<file path="config.mk">
export PLATFORM = sky130hd
export DESIGN_NAME = if_fetch_unit
export DESIGN_NICKNAME = d
export VERILOG_FILES = /design/src/rtl/if_fetch_unit_pkg.sv /design/src/rtl/if_fetch_unit_fetch_queue.sv /design/src/rtl/if_fetch_unit.sv
export SDC_FILE = /design/constraint.sdc
export NUM_CORES = 1
export LEC_CHECK = 0
export CAP_MARGIN = 10
export CORE_MARGIN = 2
export CORE_UTILIZATION = 29
export DETAILED_ROUTE_END_ITERATION = 6
export DONT_BUFFER_PORTS = 1
export MAX_ROUTING_LAYER = met4
export SYNTH_ARGS = -nofsm -noshare
export SYNTH_HDL_FRONTEND = slang
export SYNTH_HIERARCHICAL = 1
export SYNTH_SLANG_ARGS = --single-unit
</file>
<file path="constraint.sdc">
create_clock -name Clk -period 3.9 [get_ports Clk]
set_input_delay 1.17 -clock Clk [delete_from_list [all_inputs] [get_ports Clk]]
set_output_delay 1.17 -clock Clk [all_outputs]
set_load 0.005 [all_outputs]
</file>
<file path="src/rtl/if_fetch_unit_pkg.sv">
// Shared constants and queue payload for the instruction-fetch front end.
package if_fetch_unit_pkg;

  localparam int unsigned DATA_W = 16;
  localparam int unsigned ADDR_W = 16;
  localparam int unsigned QDEPTH_DEF = 4;
  localparam logic [ADDR_W-1:0] RESET_PC_DEF = 16'h0000;
  localparam logic [3:0] OP_HALT_DEF = 4'hF;
  localparam int unsigned OP_MSB = 15;
  localparam int unsigned OP_LSB = 12;

  // Prefetch queue entry: NextPC of the word plus the word itself.
  typedef struct packed {
    logic [ADDR_W-1:0] pc1;
    logic [DATA_W-1:0] instr;
  } fq_entry_t;

  function automatic logic [OP_MSB-OP_LSB:0] opcode(input logic [DATA_W-1:0] instr);
    return instr[OP_MSB:OP_LSB];
  endfunction

endpackage

</file>
<file path="src/rtl/if_fetch_unit_fetch_queue.sv">
// Prefetch FIFO with wrapping pointers, flush and occupancy count.
module if_fetch_unit_fetch_queue
  import if_fetch_unit_pkg::*;
#(
  parameter int unsigned QDEPTH = QDEPTH_DEF
) (
  input  logic                         Clk,
  input  logic                         Rst,
  input  logic                         push,
  input  fq_entry_t                    push_entry,
  input  logic                         pop,
  input  logic                         flush,
  output fq_entry_t                    head,
  output logic [$clog2(QDEPTH+1)-1:0]  count
);

  localparam int unsigned PTR_W = $clog2(QDEPTH);
  localparam int unsigned CNT_W = $clog2(QDEPTH + 1);

  logic [PTR_W-1:0] wr_ptr_q, wr_ptr_d;
  logic [PTR_W-1:0] rd_ptr_q, rd_ptr_d;
  logic [CNT_W-1:0] count_q, count_d;
  fq_entry_t        mem_q [QDEPTH];
  fq_entry_t        mem_d [QDEPTH];

  always_comb begin
    wr_ptr_d = wr_ptr_q;
    rd_ptr_d = rd_ptr_q;
    count_d  = count_q;
    mem_d    = mem_q;
    if (flush) begin
      wr_ptr_d = '0;
      rd_ptr_d = '0;
      count_d  = '0;
    end else begin
      if (push) begin
        mem_d[wr_ptr_q] = push_entry;
        wr_ptr_d        = wr_ptr_q + PTR_W'(1);
      end
      if (pop) begin
        rd_ptr_d = rd_ptr_q + PTR_W'(1);
      end
      if (push && !pop) begin
        count_d = count_q + CNT_W'(1);
      end else if (pop && !push) begin
        count_d = count_q - CNT_W'(1);
      end
    end
  end

  always_ff @(posedge Clk) begin
    if (!Rst) begin
      wr_ptr_q <= '0;
      rd_ptr_q <= '0;
      count_q  <= '0;
    end else begin
      wr_ptr_q <= wr_ptr_d;
      rd_ptr_q <= rd_ptr_d;
      count_q  <= count_d;
    end
  end

  // Storage needs no reset; the head is only consumed when count is non-zero.
  always_ff @(posedge Clk) begin
    mem_q <= mem_d;
  end

  assign head  = mem_q[rd_ptr_q];
  assign count = count_q;

  full_push_a: assert property (@(posedge Clk) disable iff (!Rst)
    !(push && !flush && (count_q == CNT_W'(QDEPTH))));

endmodule

</file>
<file path="src/rtl/if_fetch_unit.sv">
// Fetch front end: credit-based issue to imem, redirect flush/discard, HALT stop.
module if_fetch_unit
  import if_fetch_unit_pkg::*;
#(
  parameter int unsigned       QDEPTH   = QDEPTH_DEF,
  parameter logic [ADDR_W-1:0] RESET_PC = RESET_PC_DEF,
  parameter logic [3:0]        OP_HALT  = OP_HALT_DEF
) (
  input  logic              Clk,
  input  logic              Rst,
  output logic              imem_req,
  output logic [ADDR_W-1:0] imem_addr,
  input  logic [DATA_W-1:0] imem_rdata,
  input  logic              imem_valid,
  input  logic              redirect_valid,
  input  logic [ADDR_W-1:0] redirect_pc,
  input  logic              id_ready,
  output logic              id_valid,
  output logic [DATA_W-1:0] id_instr,
  output logic [ADDR_W-1:0] id_pc,
  output logic              halted
);

  localparam int unsigned CNT_W = $clog2(QDEPTH + 1);

  logic [ADDR_W-1:0] fetch_pc_q, fetch_pc_d;
  logic [ADDR_W-1:0] req_addr_q, req_addr_d;
  logic              inflight_q, inflight_d;
  logic              discard_q, discard_d;
  logic              halted_q, halted_d;

  logic [CNT_W-1:0]  count;
  logic [CNT_W:0]    credits_used;
  logic              halt_hit;
  logic              resp_ok;
  logic              push;
  logic              pop;
  logic              occupied;
  fq_entry_t         push_entry;
  fq_entry_t         head;

  always_comb begin
    fetch_pc_d = fetch_pc_q;
    req_addr_d = req_addr_q;
    inflight_d = 1'b0;
    discard_d  = 1'b0;
    halted_d   = halted_q;

    resp_ok      = imem_valid && inflight_q && !discard_q;
    halt_hit     = imem_valid && !discard_q && (opcode(imem_rdata) == OP_HALT);
    credits_used = (CNT_W+1)'(count) + (CNT_W+1)'(inflight_q);
    // Credits count queued plus in-flight words so a response always has a slot.
    imem_req     = Rst && !halted_q && !redirect_valid && !halt_hit &&
                   (credits_used < (CNT_W+1)'(QDEPTH));
    imem_addr    = fetch_pc_q;

    push         = resp_ok && !redirect_valid;
    push_entry   = '{pc1: req_addr_q + ADDR_W'(1), instr: imem_rdata};

    occupied     = (count != '0);
    id_valid     = occupied && !redirect_valid;
    pop          = id_valid && id_ready;
    id_instr     = occupied ? head.instr : '0;
    id_pc        = occupied ? head.pc1 : '0;

    if (imem_req) begin
      fetch_pc_d = fetch_pc_q + ADDR_W'(1);
      req_addr_d = fetch_pc_q;
      inflight_d = 1'b1;
    end
    if (push && (opcode(imem_rdata) == OP_HALT)) begin
      halted_d = 1'b1;
    end

    // Redirect overrides issue, enqueue and halt.
    if (redirect_valid) begin
      fetch_pc_d = redirect_pc;
      inflight_d = 1'b0;
      discard_d  = inflight_q;
      halted_d   = 1'b0;
    end
  end

  always_ff @(posedge Clk) begin
    if (!Rst) begin
      fetch_pc_q <= RESET_PC;
      req_addr_q <= RESET_PC;
      inflight_q <= 1'b0;
      discard_q  <= 1'b0;
      halted_q   <= 1'b0;
    end else begin
      fetch_pc_q <= fetch_pc_d;
      req_addr_q <= req_addr_d;
      inflight_q <= inflight_d;
      discard_q  <= discard_d;
      halted_q   <= halted_d;
    end
  end

  assign halted = halted_q;

  if_fetch_unit_fetch_queue #(
    .QDEPTH (QDEPTH)
  ) u_fetch_queue (
    .Clk        (Clk),
    .Rst        (Rst),
    .push       (push),
    .push_entry (push_entry),
    .pop        (pop),
    .flush      (redirect_valid),
    .head       (head),
    .count      (count)
  );

endmodule

</file>
; ---- Yosys cells after proc, flatten, opt, wreduce, memory -nomap -nowiden
; Cells that the tools add are included.
; Widths: inputs -> output; s select.
[totals]
regBits = 170
output_inout_bits = 51
elab_cells = 72
[op_classes]
addsub = 7
magnitude_cmp = 4
n_eq_ne = 1
mux = 13
bitwise_logic = 4
n_reduce_logical = 27
[ops]
columns = op, n
row1 = $bwmux 128, 1
row2 = $mux 32, 3
row3 = $bmux 32 s2, 1
row4 = $demux 32 s2, 1
row5 = $mux 16, 4
row6 = $add 16x1->16 const B, 2
row7 = $logic_and 1x1->1, 15
row8 = $ge 3x3->1 const B, 2
row9 = $logic_not 1->1, 6
row10 = $mux 3, 2
row11 = $not 2->3, 2
row12 = $add 2x1->2 const B, 2
row13 = $add 3x1->4, 1
row14 = $eq 4x4->1 const B, 1
row15 = $lt 4x3->1 const B, 1
row16 = $reduce_and 2->1, 2
row17 = $reduce_bool 2->1, 2
row18 = $add 3x1->3 const B, 1
row19 = $lt 3x1->1 const B, 1
row20 = $reduce_bool 3->1, 1
row21 = $sub 3x1->3 const B, 1
row22 = $not 1->1, 2
row23 = $reduce_or 2->1, 1
row24 = $mux 1, 1

; ---- Logic depth before layout (Yosys ltp)
; Gate-level depths: netlist (run 1).
[logic_depth]
word_depth = 8
depth_mapped = 11

; ---- Cells and area by module
; The synthesis (run 1) kept the hierarchy.
[modules_own_cells]
columns = module, n_inst, cells_each, area_each_um2
row1 = if_fetch_unit_fetch_queue, 1, 208, 5051.1
row2 = if_fetch_unit, 1, 287, 2169.6

; ---- Least setup slack after synthesis (run 1)
; OpenSTA, ideal clock, no wires.
[synth_path]
kind = input port to output port
from = in redirect_valid
to = out imem_req
t_arrival_ns = 2.542
slack_ns = 0.188
path_stages = 6
cell_sequence = buf_6 > or4b_1 > a211o_1 > inv_2 > buf_4 > buf_4
[synth_via]
elab_chain_len = 4
[synth_lines]
columns = element, line
row1 = from (decl), if_fetch_unit.sv:15  ; input logic redirect_valid,
row2 = $logic_not 1->1, if_fetch_unit.sv:53  ; imem_req = Rst && !halted_q && !redirect_valid && !halt_hit &&
row3 = $logic_and 1x1->1 (3 in a row), if_fetch_unit.sv:53
row4 = to (decl), if_fetch_unit.sv:11  ; output logic imem_req,
; Every way passes these cells.

; ---- Worst setup path after layout (run 1)
; Same ends and word-level chain as after synthesis.

==> impl_summary.md, run 1 <==
Setup path
The endpoint of the most critical register-to-register path is imem_addr[11]. The startpoint class of the critical path is an input port. Of all nets on the critical path, the largest fanout is 30. The slowest stage of the critical path is the sky130_fd_sc_hd__or4b_1 cell. The maximum single-stage delay on the critical path is 0.51 ns.

The signal on the critical path passes through or4b_1 -> a211o_1 -> inv_2. Together, buffers and inverters on the worst path number 1. Across all register-to-register paths, the minimum setup slack is 1.49 ns.

The reg-to-reg critical path startpoint is halted. The gate family responsible for the most delay along the worst path is simple AND/OR/NAND/NOR gates. By startpoint and endpoint, the worst setup path is classified as input port to primary output.

STA classifies the critical path endpoint as a primary output. At the worst endpoint, the arrival time is 2.11 ns. The depth of the worst register-to-register path is 6.

Data on the critical path is required at its endpoint by 2.73 ns.

Yosys
The gate count after technology mapping is 495. Summing the sequential cell areas from Yosys gives 64.9% of the chip area. The count of state elements after synthesis is 170.

Counting every net in the synthesized netlist gives 540. Yosys mapped a number of flops with a built-in enable equal to 128. Among all flip-flop cells after synthesis, the most frequent one is sky130_fd_sc_hd__edfxtp_1. During synthesis, Yosys emitted a total of 6 warnings. In the synthesized netlist the async set-or-reset flop fraction comes to 0%. The post-synthesis cell type count is 50.

The cell area that synthesis handed to floorplanning was 7220 µm². The synthesized area per cell is 14.6 µm².

STA
Measured against its own limit, the worst slew margin works out to 42.4%. The number of hold violations in the final report is 0. The number of setup violations in the final report is 0. Setup repair after global routing left no endpoint under its margin. For this run, the top clock speed supported by timing is 0.305 GHz. The ratio of final minimum period to clock period is 84.2%. For the pin with the worst max-slew slack, the measured transition is 0.864 ns. The total count of max-transition violations in the final report is 0. Counting I/O delays and the setup requirement, the final critical path takes 3.28 ns.

The maximum clock skew at final layout is 0.0118 ns. For the final routed database, the setup TNS stands at 0 ns.

Floorplanning
In this run the count of I/O pins placed on the die edge is 88. In this run the standard cell core region covers 24400 µm². The die span in y is 162 µm. The initial utilization of the core area, before any placement, comes to 29.6%. From left edge to right edge, the die measures 162 µm. The die footprint is 26200 µm².

After floorplanning, the core was divided into 57 placement rows.

CTS
The CTS root buffer is sky130_fd_sc_hd__clkbuf_16. For the worst-skew pair, the clock arrives at the later sink with an insertion delay of 0.43 ns. The CTS tree is yes. The post-cts gate resize count is 0. No sink is reached through more buffers than the 2 on the longest clock path. The number of buffers inserted during clock tree synthesis is 17. The post-CTS setup-driven buffer insertion count is 0. Counting every sink on the clock net gives 170. The clock transition at the registers of the reported paths is 0.07 ns. The H-tree level count is 4. Hold repair after CTS inserted 0 buffers.

Routing
In this run, the number of DRC markers left after iteration 0 of detailed routing was 366. The wire length reported by the detailed router is 14900 µm. For this run, design rule violations remaining after detail routing come to 0.

The detailed-routing iteration count for the pre-antenna-repair pass is 4. The average wire per standard cell is 17.9 µm. The via count of the routed design is 4030. The average vias per placed instance is 4.84.

Once detail routing completed, the nets flagged for antenna violations numbered 0.

Cells and area
The fraction of final layout cells with drive strength greater than 1 is 15.2%. After the last flow step, the layout net total stands at 540. The number of inserted diodes is 0. The relative area change from synthesis to final layout is 12.6%.

The fill cell instance count of the final layout is 2396. For this run, the share of the core covered by cells in the final layout is 33.3%.

Global route
The total overflow reported by the global router is 0. The number of antenna violations at the first check in global routing is 0. Entering global routing, the biggest net connects 34 pins. In the global route stage, overall resource usage came out at 12.0%. The first global-routing pass estimated 23500 µm of wire. The via count of the first global-routing pass is 4182.

Placed design
The weighted congestion at the end of routability-driven global placement is 0.822. The number of buffers added on ports is 0. The total half-perimeter wirelength after legalization and detailed placement is 9520 µm.

Power
Dividing total power by cell area gives a power density of 466 nW/µm². The highest ir drop seen on vdd is 231 µV. The total power is 3790 µW. The leakage power is 0.00257 µW.

Job
The number of maximum-capacitance violations is 0.

Status
The run finished with clean final reports.

Hold path
The hold-critical path depth is 2. The launch point of the worst hold path is req_addr_q[15]. The end point of the most critical hold path is req_addr_q[15]. The worst hold path belongs to the class flip-flop to flip-flop.
## worst max path at each step
stage / to / cells past startpoint / slack [ns] / startpoint
2_1_floorplan: imem_req / 6 / 0.19 / redirect_valid
3_3_place_gp: imem_req / 3 / 0.65 / redirect_valid
3_5_place_dp: imem_req / 3 / 0.63 / redirect_valid
4_1_cts: id_pc[4] / 3 / 0.61 / u_fetch_queue/rd_ptr_q[0]
5_1_grt: id_pc[15] / 3 / 0.52 / u_fetch_queue/rd_ptr_q[0]
6_report: imem_req / 3 / 0.62 / redirect_valid
## tightest hold or removal path: cells and delay by family, from the launching register on
family             cells  cell delay (ns)
and+or+nand+nor        1             0.06
AOI/OAI and AO/OA      1             0.06
DFF                    1             0.32
## cell families after synthesis
group           synth area share, %
flops                          64.9
buf+inv                        3.22
fa+ha+maj                      1.49
simple gates                   11.4
mux                            11.8
xor+xnor                       2.43
compound gates                 4.78
## sequential cells by signal, summed over array words and instances (netlist names)
register	cells
halted	1
u_fetch_queue/rd_ptr_q	2
u_fetch_queue/mem_q	128
discard_q	1
u_fetch_queue/count	3
inflight_q	1
imem_addr	16
u_fetch_queue/wr_ptr_q	2
req_addr_q	16
## area by class of cell
| type | count | area [µm²] | area share (%) |
|---|---|---|---|
| Tap cell | 324 | 405 | 4.99 |
| Sequential cell | 170 | 4690 | 57.6 |
| Clock buffer | 17 | 425 | 5.23 |
| Timing Repair Buffer | 9 | 80.1 | 0.985 |
| Multi-Input combinational cell | 284 | 2310 | 28.4 |
| Inverter | 13 | 48.8 | 0.600 |
| Clock inverter | 15 | 178 | 2.18 |
## synthesized netlist by cell type, drive strengths merged, types with 7 or more instances
library cell	number	area [µm²]
ha	7	87.6
and3	8	50.1
dfxtp	42	841
inv	13	48.8
nand2	62	233
buf	13	128
nand4	8	50.1
nand3	13	65.1
nor2b	36	225
nor2	11	41.3
o22ai	7	43.8
edfxtp	128	3840
a21oi	20	100
xor2	7	61.3
xnor2	13	114
clkbuf	15	56.3
mux4	32	736
## through the flow
| stage | cell area (µm²) | instances | worst slack (ns) | hold slack [ns] |
|---|---|---|---|---|
| floorplan | 7220 | 495 | 0.188 | 0.449 |
| global placement | 7530 | 800 | 0.651 | 0.473 |
| detailed placement | 7530 | 800 | 0.627 | 0.476 |
| CTS | 8130 | 832 | 0.611 | 0.487 |
| global route | 8130 | 832 | 0.516 | 0.511 |
| finish | 8130 | 832 | 0.616 | 0.484 |
## placed cells by master (no fill, tap or decap), types with 12 or more instances in the layout
cell type                   netlist  layout
sky130_fd_sc_hd__a21oi_1         20      20
sky130_fd_sc_hd__clkbuf_16        0      17
sky130_fd_sc_hd__dfxtp_1         42      41
sky130_fd_sc_hd__edfxtp_1       128     128
sky130_fd_sc_hd__inv_1           12      12
sky130_fd_sc_hd__mux4_2          28      28
sky130_fd_sc_hd__nand2_1         62      62
sky130_fd_sc_hd__nand3_1         13      13
sky130_fd_sc_hd__nor2b_1         36      36
sky130_fd_sc_hd__xnor2_1         13      13
## per-layer routing
layer | routed length [µm] | GRT usage [%]
met5 | 0 | -
met4 | 167 | 3.86
met3 | 963 | 3.35
met2 | 6990 | 18.4
met1 | 6790 | 15.6
## report_power, final
part	switching, µW	internal [µW]	leakage (µW)
Clock	778	919	0.000290
Sequential	33.0	1960	0.00154
Combinational	63.2	41.2	0.000743
Total	874	2920	0.00257
No activity file was read; power rests on OpenSTA's default activity.
==> inputs of run 2 (changes only) <==
==> constraint.sdc (replaced) <==
create_clock -name Clk -period 2.7 [get_ports Clk]
set_input_delay 0.81 -clock Clk [delete_from_list [all_inputs] [get_ports Clk]]
set_output_delay 0.81 -clock Clk [all_outputs]
set_load 0.005 [all_outputs]
==> impl_summary.md, run 2 (same netlist as run 1, synthesis figures left out) <==
Status
The run finished with clean final reports.

Setup path
The worst setup path is launched from a flip-flop. The startpoint of the most critical setup path is u_fetch_queue/rd_ptr_q[0]. For the worst setup path, the data arrival time is 1.80 ns. The reg-to-reg critical path startpoint is u_fetch_queue/count[0].

The sort of element at the end of the critical path is a primary output. The required time reported for the critical path endpoint is 1.89 ns. The classification of the worst setup path is flip-flop to primary output. In this run the worst path has a maximum fanout of 10.

Cells and area
Leaving out fill and tap cells, the most frequent cell in the layout is sky130_fd_sc_hd__edfxtp_1. The net count of the finished layout is 550. The relative area change from synthesis to final layout is 14.8%. Leaving out fill and tap cells, the most frequent cells in the layout are sky130_fd_sc_hd__edfxtp_1, sky130_fd_sc_hd__nand2_1, sky130_fd_sc_hd__dfxtp_1, sky130_fd_sc_hd__nor2b_1, sky130_fd_sc_hd__mux4_2. Of the cells placed in the final design, the portion with a size suffix greater than 1 is 16.6%. The number of inserted diodes is 0.

The flip-flop count of the largest register, all copies and words added is 128. After routing the design area is 8290 µm². Counting flops per register, the top entry is u_fetch_queue/mem_q.

Routing
The detailed-routing iteration count for the pre-antenna-repair pass is 5. The via count of the routed design is 4111. The number of DRC markers in iteration 0 is 275. The routed design has 15200 µm of wire. The remaining antenna violation count is 0.

The average wire per standard cell is 18.1 µm. In the routed design, unresolved DRC markers number 0. The average vias per placed instance is 4.88.

CTS
Buffers inserted to repair hold after CTS numbered 0. The clock latency of the later-clocked register in the worst-skew pair is 0.43 ns. The CTS root buffer is sky130_fd_sc_hd__clkbuf_16. The clock passes through at most 2 buffers.

The H-tree generated during clock tree synthesis spans 4 levels. The number of buffers inserted during clock tree synthesis is 17. TritonCTS built the clock tree. Clock-pin slew was measured on the worst setup and hold paths at 0.06 ns. The TritonCTS sink count is 170.

STA
The number of setup violations in the final report is 0. The transition time of the tightest slew-check pin is 0.501 ns. The total count of max-transition violations in the final report is 0. The tightest hold path in the finished design has a slack of 0.473 ns. The maximum clock skew at final layout is 0.0130 ns. After layout, the worst path uses 96.7% of the clock period. The worst-case headroom to the max-slew limit is 66.2%. The fmax is 0.383 GHz. The smallest clock period supported by the final layout is computed as 2.61 ns. In the final timing run, aggregate negative setup slack is 0 ns. The number of hold violations in the final report was 0.

Setup repair after global routing left no endpoint under its margin.

Floorplanning
The initial utilization of the core area, before any placement, comes to 29.6%. The die span in y is 162 µm. The number of rows in the core area is 57. The region available for standard cell placement spans 24400 µm².

The die extent in x is 162 µm. The total I/O pin count is 88. The die footprint is 26200 µm².

Global route
For this run the aggregate overflow at the end of global routing stands at 0. Entering global routing, the biggest net connects 34 pins. The via count of the first global-routing pass is 4232. The aggregate global-route resource usage is 12.2%. The number of antenna violations at the first check in global routing came to 0. The first-pass GRT wire length is 23900 µm.

Power
Per report_power, the clock group accounts for 44.0% of the total. The internal power of the cells totals 4200 µW. The power per standard cell area is 655 nW/µm². Of the total power, registers draw 52.9%. The highest ir drop seen on vdd is 377 µV. The net switching power figure is 1230 µW. The relative contribution of combinational cells to total power is 3.0%. The fraction of power spent switching nets is 22.6%.

The leakage power is 0.00265 µW.

Placed design
The weighted congestion at the end of routability-driven global placement is 0.801. The total half-perimeter wirelength after legalization and detailed placement is 9880 µm. The placement-stage cell area is 7660 µm². Buffers placed on the I/O ports in this run total 0.

Hold path
The launch point of the worst hold path is redirect_valid. The path class of the tightest hold or removal check is input port to flip-flop.

Job
The number of maximum-capacitance violations is 0.
==> run 2: cell types whose count changed in the layout (fill, tap and decap cells not counted), moves of 2 or more <==
cell	before	now
sky130_fd_sc_hd__clkinv_4	2	0
sky130_fd_sc_hd__clkinv_8	2	0
sky130_fd_sc_hd__inv_6	3	6
sky130_fd_sc_hd__buf_12	1	8
==> run 2: power by group through the flow <==
stage               clock network (µW)  registers (µW)  logic, µW
floorplan                            0            2910        132
global placement                     0            2930        157
CTS                               2450            2870        165
detailed placement                   0            2930        163
global route                      2560            2880        183
finish                            2390            2870        163
==> run 2: metrics by stage <==
stage | utilization (%) | setup slack [ns] | instances | total power [µW]
2_1_floorplan | - | -0.159 | 495 | 3050
6_report | 34.0 | 0.0892 | 842 | 5430
3_3_place_gp | 31.4 | 0.167 | 808 | 3090
4_1_cts | 33.8 | 0.0101 | 840 | 5490
3_5_place_dp | 31.4 | 0.115 | 808 | 3100
5_1_grt | 34.0 | 0.0135 | 842 | 5620
==> run 2: path summary, 6_finish.rpt <==
check / endpoint / slack (ns) / cells past startpoint
setup / recovery: id_pc[13] / 0.09 / 4
hold / removal: halted / 0.47 / 1
setup reg to reg: u_fetch_queue/count[2] / 0.33 / 10
hold reg to reg: req_addr_q[15] / 0.48 / 2
==> run 2: layer usage <==
layer / global-route usage, % / part of all wire (%)
met1: 15.7 / 44
met2: 19.1 / 48
met3: 3.86 / 7.5
met4: 2.53 / 0.32
met5: - / 0
==> run 2: timing repair <==
action                     4_1_cts  5_1_grt
setup endpoints to repair        3        3
gates resized for setup          3        2
cloned                           0        1
buffers inserted                 0        1
==> run 2: final cells by class <==
cell class	count	area (µm²)
Sequential cell	170	4690
Clock inverter	15	151
Tap cell	324	405
Clock buffer	17	425
Fill cell	2371	16100
Inverter	13	48.8
Multi-Input combinational cell	284	2310
Timing Repair Buffer	19	264
==> run 2: critical path, stage by stage, from the launching register on <==
cell and delay, ns:
sky130_fd_sc_hd__dfxtp_4 0.41, sky130_fd_sc_hd__buf_12 0.16, sky130_fd_sc_hd__mux4_2 0.49, sky130_fd_sc_hd__nor2b_1 0.16
sky130_fd_sc_hd__buf_4 0.15
